$ cat src/rtl/regfile_wbuf.sv
// Write-back buffer in front of the register file write port: queues result
// writes, drains one per enabled cycle, and bypasses queued data to readers.
module regfile_wbuf #(
   parameter int AW    = 6,
   parameter int DW    = 32,
   parameter int DEPTH = 4,
   parameter int RP    = 2
) (
   input  logic                     clk,
   input  logic                     rst,
   input  logic                     in_valid,
   input  logic [AW-1:0]            in_addr,
   input  logic [DW-1:0]            in_data,
   output logic                     in_ready,
   input  logic                     drain_en,
   output logic                     wr_valid,
   output logic [AW-1:0]            wr_addr,
   output logic [DW-1:0]            wr_data,
   input  logic [RP*AW-1:0]         rd_addr,
   output logic [RP-1:0]            byp_hit,
   output logic [RP*DW-1:0]         byp_data,
   output logic [$clog2(DEPTH):0]   count,
   output logic                     empty
);

   localparam int PW = $clog2(DEPTH);
   localparam int CW = PW + 1;
   localparam logic [CW-1:0] FULL_COUNT = CW'(DEPTH);

   logic [AW-1:0]    addr_mem [DEPTH];
   logic [DW-1:0]    data_mem [DEPTH];
   logic [DEPTH-1:0] vld_reg;
   logic [DEPTH-1:0] vld_next;
   logic [PW-1:0]    head_reg;
   logic [PW-1:0]    tail_reg;
   logic [CW-1:0]    count_reg;
   logic             push;
   logic             pop;

   // Flow control depends only on registered occupancy.
   assign in_ready = (count_reg != FULL_COUNT);
   assign empty    = (count_reg == '0);
   assign count    = count_reg;
   assign push     = in_valid & in_ready;
   assign pop      = drain_en & ~empty;

   assign wr_valid = pop;
   assign wr_addr  = addr_mem[head_reg];
   assign wr_data  = data_mem[head_reg];

   always_ff @(posedge clk or posedge rst) begin
      if (rst) begin
         head_reg  <= '0;
         tail_reg  <= '0;
         count_reg <= '0;
      end else begin
         if (push) begin
            tail_reg <= tail_reg + PW'(1);
         end
         if (pop) begin
            head_reg <= head_reg + PW'(1);
         end
         case ({push, pop})
            2'b10:   count_reg <= count_reg + CW'(1);
            2'b01:   count_reg <= count_reg - CW'(1);
            default: count_reg <= count_reg;
         endcase
      end
   end

   // Push and pop never target the same slot: that needs full (push blocked)
   // or empty (pop blocked).
   always_comb begin
      vld_next = vld_reg;
      if (push) begin
         vld_next[tail_reg] = 1'b1;
      end
      if (pop) begin
         vld_next[head_reg] = 1'b0;
      end
   end

   always_ff @(posedge clk or posedge rst) begin
      if (rst) begin
         vld_reg <= '0;
      end else begin
         vld_reg <= vld_next;
      end
   end

   always_ff @(posedge clk) begin
      if (push) begin
         addr_mem[tail_reg] <= in_addr;
         data_mem[tail_reg] <= in_data;
      end
   end

   // Walk entries oldest-to-youngest starting at head so the last match wins,
   // which keeps age order correct across pointer wrap.
   genvar gi;
   generate
      for (gi = 0; gi < RP; gi++) begin : g_byp
         logic [AW-1:0] look_addr;
         logic          hit_next;
         logic [DW-1:0] data_next;
         logic [PW-1:0] idx;

         assign look_addr = rd_addr[gi*AW +: AW];

         always_comb begin
            hit_next  = 1'b0;
            data_next = '0;
            idx       = '0;
            for (int k = 0; k < DEPTH; k++) begin
               idx = head_reg + PW'(k);
               if (vld_reg[idx] && (addr_mem[idx] == look_addr)) begin
                  hit_next  = 1'b1;
                  data_next = data_mem[idx];
               end
            end
         end

         assign byp_hit[gi]            = hit_next;
         assign byp_data[gi*DW +: DW]  = data_next;
      end
   endgenerate

endmodule

$ cat config.mk
export PLATFORM = sky130hd
export DESIGN_NAME = regfile_wbuf
export DESIGN_NICKNAME = d
export VERILOG_FILES = /design/src/rtl/regfile_wbuf.sv
export SDC_FILE = /design/constraint.sdc
export NUM_CORES = 1
export LEC_CHECK = 0
export ABC_CLOCK_PERIOD_IN_PS = 5100
export BUFFER_PORTS_ARGS = -buffer_cell sky130_fd_sc_hd__buf_2
export CAP_MARGIN = 15
export CELL_PAD_IN_SITES_DETAIL_PLACEMENT = 0
export CELL_PAD_IN_SITES_GLOBAL_PLACEMENT = 1
export CORE_MARGIN = 1.5
export CORE_UTILIZATION = 30
export DETAILED_ROUTE_END_ITERATION = 7
export MAX_ROUTING_LAYER = met4
export PLACE_DENSITY = 0.64
export SLEW_MARGIN = 20
export SYNTH_ARGS = -nofsm -noshare
export SYNTH_HDL_FRONTEND = slang
export SYNTH_SLANG_ARGS = --single-unit
$ cat constraint.sdc
create_clock -name clk -period 5.1 [get_ports clk]
set_clock_uncertainty 0.15 [all_clocks]
set_input_delay 0.51 -clock clk [delete_from_list [all_inputs] [get_ports clk]]
set_output_delay 0.51 -clock clk [all_outputs]
set_load 0.05 [all_outputs]
==> After elaboration in Yosys (flattened, before gate mapping) <==
Memory sizes are Yosys's and may differ from the RTL's.
Cells that the tools add are included.
{ "classes": {"magnitude_cmp": 7, "n_eq_ne": 11, "bitwise_logic": 6, "reduce_logical": 12, "addsub": 6, "muxes": 33} }
{ "ops": {"columns": ["cell", "count"], "rows": [
  ["2-to-1 mux 32 bit", 8],
  ["== test 6 bit", 8],
  ["2-to-1 mux 1 bit", 16],
  ["< comparator 2 x 3 -> 1 bit, second input constant", 5],
  ["logical AND 1 bit", 10],
  ["binary-select mux 1 bit (select 2 bit)", 4],
  ["2-to-1 mux 4 bit", 2],
  ["case mux 3 bit (2 select lines)", 1],
  ["adder 2 x 1 -> 2 bit, second input constant", 2],
  ["adder 2 bit, second input constant", 2],
  ["bitwise AND 4 bit", 1],
  ["demux 1 bit (select 2 bit)", 2],
  [">= comparator 2 x 1 -> 1 bit, second input constant", 2],
  ["NOT 4 bit", 1],
  ["bitwise OR 4 bit", 1],
  ["adder 3 x 1 -> 3 bit, second input constant", 1],
  ["zero test 3 bit", 1],
  ["inequality test 3 bit, second input constant", 1],
  ["subtractor 3 x 1 -> 3 bit, second input constant", 1],
  ["bitwise AND 1 bit", 2],
  ["== test 2 x 1 -> 1 bit, second input constant", 1],
  ["== test 2 bit, second input constant", 1],
  ["nonzero test 2 bit", 1],
  ["NOT 1 bit", 1]
]} }
{ "word_totals": {"ramBits": 152, "memories": 2, "ff_bits": 11, "inputBits": 54} }
{ "mem_list": {"columns": ["memory", "words", "word_bits", "read_ports", "rd_ports_with_merged_regs", "wr", "line", "rtl"], "rows": [
  ["data_mem", 4, 32, 4, 0, 1, "31", "logic [DW-1:0] data_mem [DEPTH];"],
  ["addr_mem", 4, 6, 4, 0, 1, "30", "logic [AW-1:0] addr_mem [DEPTH];"]
]} }

==> Longest topological paths before layout <==
{ "logic_depth": {"depth_word": 8, "ltp_mapped": 18} }

==> Worst setup path before layout <==
OpenSTA, ideal clock, no wires.
{ "synth_path": {"kind": "register -> output", "start": "reg head_reg[1]", "end": "out byp_data[57]", "required_time_ns": 4.440, "n_path_buf": 8, "stages_incl_launch_ff": 17, "arrival_time_ns": 5.164, "path_slack_ns": -0.724, "path_cell_list": "dfrtp_1 > buf_2 > buf_2 > clkbuf_1 > clkbuf_1 > inv_1 > ha_1 > buf_2 > buf_6 > buf_2 > mux4_2 > xnor2_1 > nand3_1 > nor2_1 > buf_4 > a221oi_1 > o31ai_1"} }
{ "synth_via": {"elab_chain_len": 7} }
{ "synth_rtl": {"columns": ["item", "line", "rtl"], "rows": [
  ["start: declaration", "34", "logic [PW-1:0] head_reg;"],
  ["start signal: assignment", "61", "head_reg <= head_reg + PW'(1);"],
  ["adder 2 x 1 -> 2 bit, or another cell as far along", "115", "idx = head_reg + PW'(k);"],
  ["memory read (4 x 6 bit), or another cell as far along", null, null],
  ["== test 6 bit, or another cell as far along", "116", "if (vld_reg[idx] && (addr_mem[idx] == look_addr)) begin"],
  ["logical AND 1 bit / 2-to-1 mux 32 bit (equally long branches)", "116", null],
  ["2-to-1 mux 32 bit (2 in series)", "116", null],
  ["2-to-1 mux 32 bit (*)", "116", null],
  ["end: declaration", "21", "output logic [RP*DW-1:0] byp_data,"]
]} }
Every way passes the cells marked *; elsewhere a longest branch is shown, timed or not. The select of a mux whose other input is x is not followed.

==> Worst setup path after layout <==
{ "layout_path": {"start": "reg head_reg[0]", "end": "out byp_data[57]"} }
The elaborated chain is that of the path after synthesis.

==> reports/results.tsv <==
metric	value	unit
crit path capture type	output port	
Antenna Nets Post-Route	0	
Slew @ Worst Pin	928	ps
detailed-route wire length per cell	23.9	um
cts repair resizes	0	
number of port buffers	163	
CTS Hold Buffers Added	1	
vias per cell	5.52	
crit path max fanout	31	
global-route wire length before repair	51.0	mm
Main synth FF type	edfxtp_1	
Starting Density	0.305	
Placed Area	0.0133	mm2
CTS Sinks	163	
Lkg Pwr	4.65	nW
final setup violating endpoints	0	
Clock Power Share	0.136	
TritonCTS clock tree	built	
final worst slack	222	ps
Internal	5.10	mW
global-route usage over all layers	0.182	
design area	0.0139	mm2
DR vias	7901	
area of the mapped netlist	0.0115	mm2
initial antenna violation count	4	
Detailed Routing Iterations Pass 1	5	
Setup CP Type	reg -> out	
final hold viol count	0	
critical path's largest stage delay	650	ps
core area	0.0377	mm2
Hold WC Path Type	in -> reg	
layout cells sized above 1	0.488	
Tmin final	4880	ps
end point of the critical path	byp_data[57]	
number of remaining DRC errors	0	
Fmax	0.205	GHz
number of setup buffers added after CTS	0	
worst reg2reg endpoint	vld_reg[1]	
Die W	199	um
Most common cell on crit path	buf_4	
unrepaired setup endpoints after global routing	no	
CTS buffer count	17	
CP startpoint	head_reg[0]	
cells after synthesis	759	
VDD IR-drop max	0.000650	V
Buffers & Inverters on Critical Path	3	
Cell Rows	71	
GR Overflow Total	0	
max reg flops	128	
launch point of the worst reg-to-reg path	head_reg[0]	
crit-path leading delay family	buffers and inverters	
Tcrit/Tclk final	0.956	
sequential area share after synthesis	0.421	
switching pwr	4.58	mW
Longest Clk Path Bufs	2	
Final nets	967	
R2R Setup Slk	2610	ps
Seq cells post-synth	163	
final std cells w/o fill	1432	
Synth Net Count	823	
number of max-cap violations	0	
clk slew on worst S/H paths	70	ps
vias in the first global route	7974	
Design Power	9.68	mW
worst-path cell chain	buf_4, buf_4, mux4_2, xor2_1, nor3_1, o211ai_1, nor2_1, a221oi_1, o31ai_4, buf_2	
setup tns final	0	ps
worst rel slew slack	0.382	
number of warnings issued by yosys	0	
DIE HEIGHT	199	um
worst-skew pair later-pin latency	430	ps
status	finished clean	
Syn Area/Cell	15.1	um2
Async S/R FF share, synth	0.0675	
CP Launch Type	flop	
unique cell type count in the Yosys netlist	49	
I/O pin count	164	
sequential fraction of design power	0.211	
Finished Core Util	0.370	
RePlAce Congestion	0.820	
Data required, critical path	4440	ps
post-DP HPWL	23.4	mm
initial DRC count	606	
pre-CTS setup slack	619	ps
EDFF count, synth	152	
Comb pwr share	0.653	
pwr dens	695	mW/mm2
final wirelength	34.2	mm
clock root cell	clkbuf_16	
H-tree Lvls	4	
die area	0.0395	mm2
sw frac	0.473	
final hold slack	136	ps
area grow syn2layout	21.3	%
largest net degree at the start of global routing	63	
critical path depth	10	
Fillers	3603	
slowest CP cell	mux4_2	
reg2reg path depth	4	
Worst Path Arrival	4220	ps
DP Cell Count	1394	
max-slew violations	0	
cells in the mapped netlist, types with 9 or more instances:
| cell | number | share of area |
|---|---|---|
| a22oi_1 | 48 | 0.031 |
| a22oi_2 | 10 | 0.011 |
| buf_2 | 33 | 0.014 |
| clkbuf_1 | 18 | 0.0059 |
| dfrtp_1 | 11 | 0.024 |
| edfxtp_1 | 152 | 0.40 |
| ha_1 | 9 | 0.0098 |
| inv_1 | 10 | 0.0033 |
| mux2i_1 | 82 | 0.071 |
| mux4_2 | 152 | 0.30 |
| nand2_1 | 10 | 0.0033 |
| nand3_1 | 9 | 0.0039 |
| nor2_1 | 17 | 0.0056 |
| o21ai_0 | 46 | 0.020 |
| o21ai_1 | 20 | 0.0087 |
| xnor2_1 | 39 | 0.030 |
| xor2_1 | 19 | 0.014 |
layer usage:
metal  routed length (um)  GRT usage
met4                  461     0.0477
met5                    0          -
met1                14800      0.235
met2                17000      0.294
met3                 1910     0.0332
worst min-delay path by stage:
stage                start              end  slack [ps]  cells after the start
2_1_floorplan          rst         count[0]         210                      1
3_3_place_gp      count[0]         count[0]         360                      1
3_5_place_dp      count[0]         count[0]         360                      1
4_1_cts        in_data[10]  data_mem[0][10]         110                      1
5_1_grt         in_addr[4]   addr_mem[1][4]         120                      1
6_report       in_data[10]  data_mem[1][10]         140                      1
cells by family after synthesis:
family,synth area share
adders and majority gates,0.0115
DFF,0.421
and+or+nand+nor,0.0269
AOI/OAI and AO/OA,0.0903
xor gates and xnor gates,0.0442
buffers and inverters,0.0354
muxes,0.370
layout by cell type (no fill, tap or decap), types with 17 or more instances in the layout:
cell	count
buf_2	162
mux4_2	152
edfxtp_1	152
mux2i_1	82
a22oi_1	48
xnor2_1	39
buf_4	27
o21ai_4	21
xor2_1	19
o21ai_1	19
o21ai_2	18
clkbuf_16	17
power groups by stage:
stage | logic, mW | clock network, mW | registers, mW
finish | 6.32 | 1.32 | 2.04
global route | 6.75 | 1.40 | 2.08
CTS | 6.40 | 1.34 | 2.04
detailed placement | 6.37 | 0 | 2.06
global placement | 6.36 | 0 | 2.05
floorplan | 5.08 | 0 | 2.01
layout make-up:
cell class	count	area, um2	area share
timing repair buffer	196	1130	0.0815
clock inverter	11	153	0.0110
clock buffer	21	440	0.0316
antenna	5	12.5	0.000898
inverter	11	41.3	0.00296
multi-input combinational	514	6660	0.478
tap	511	639	0.0459
sequential	163	4850	0.348
Power figures use the tool's default switching activity.
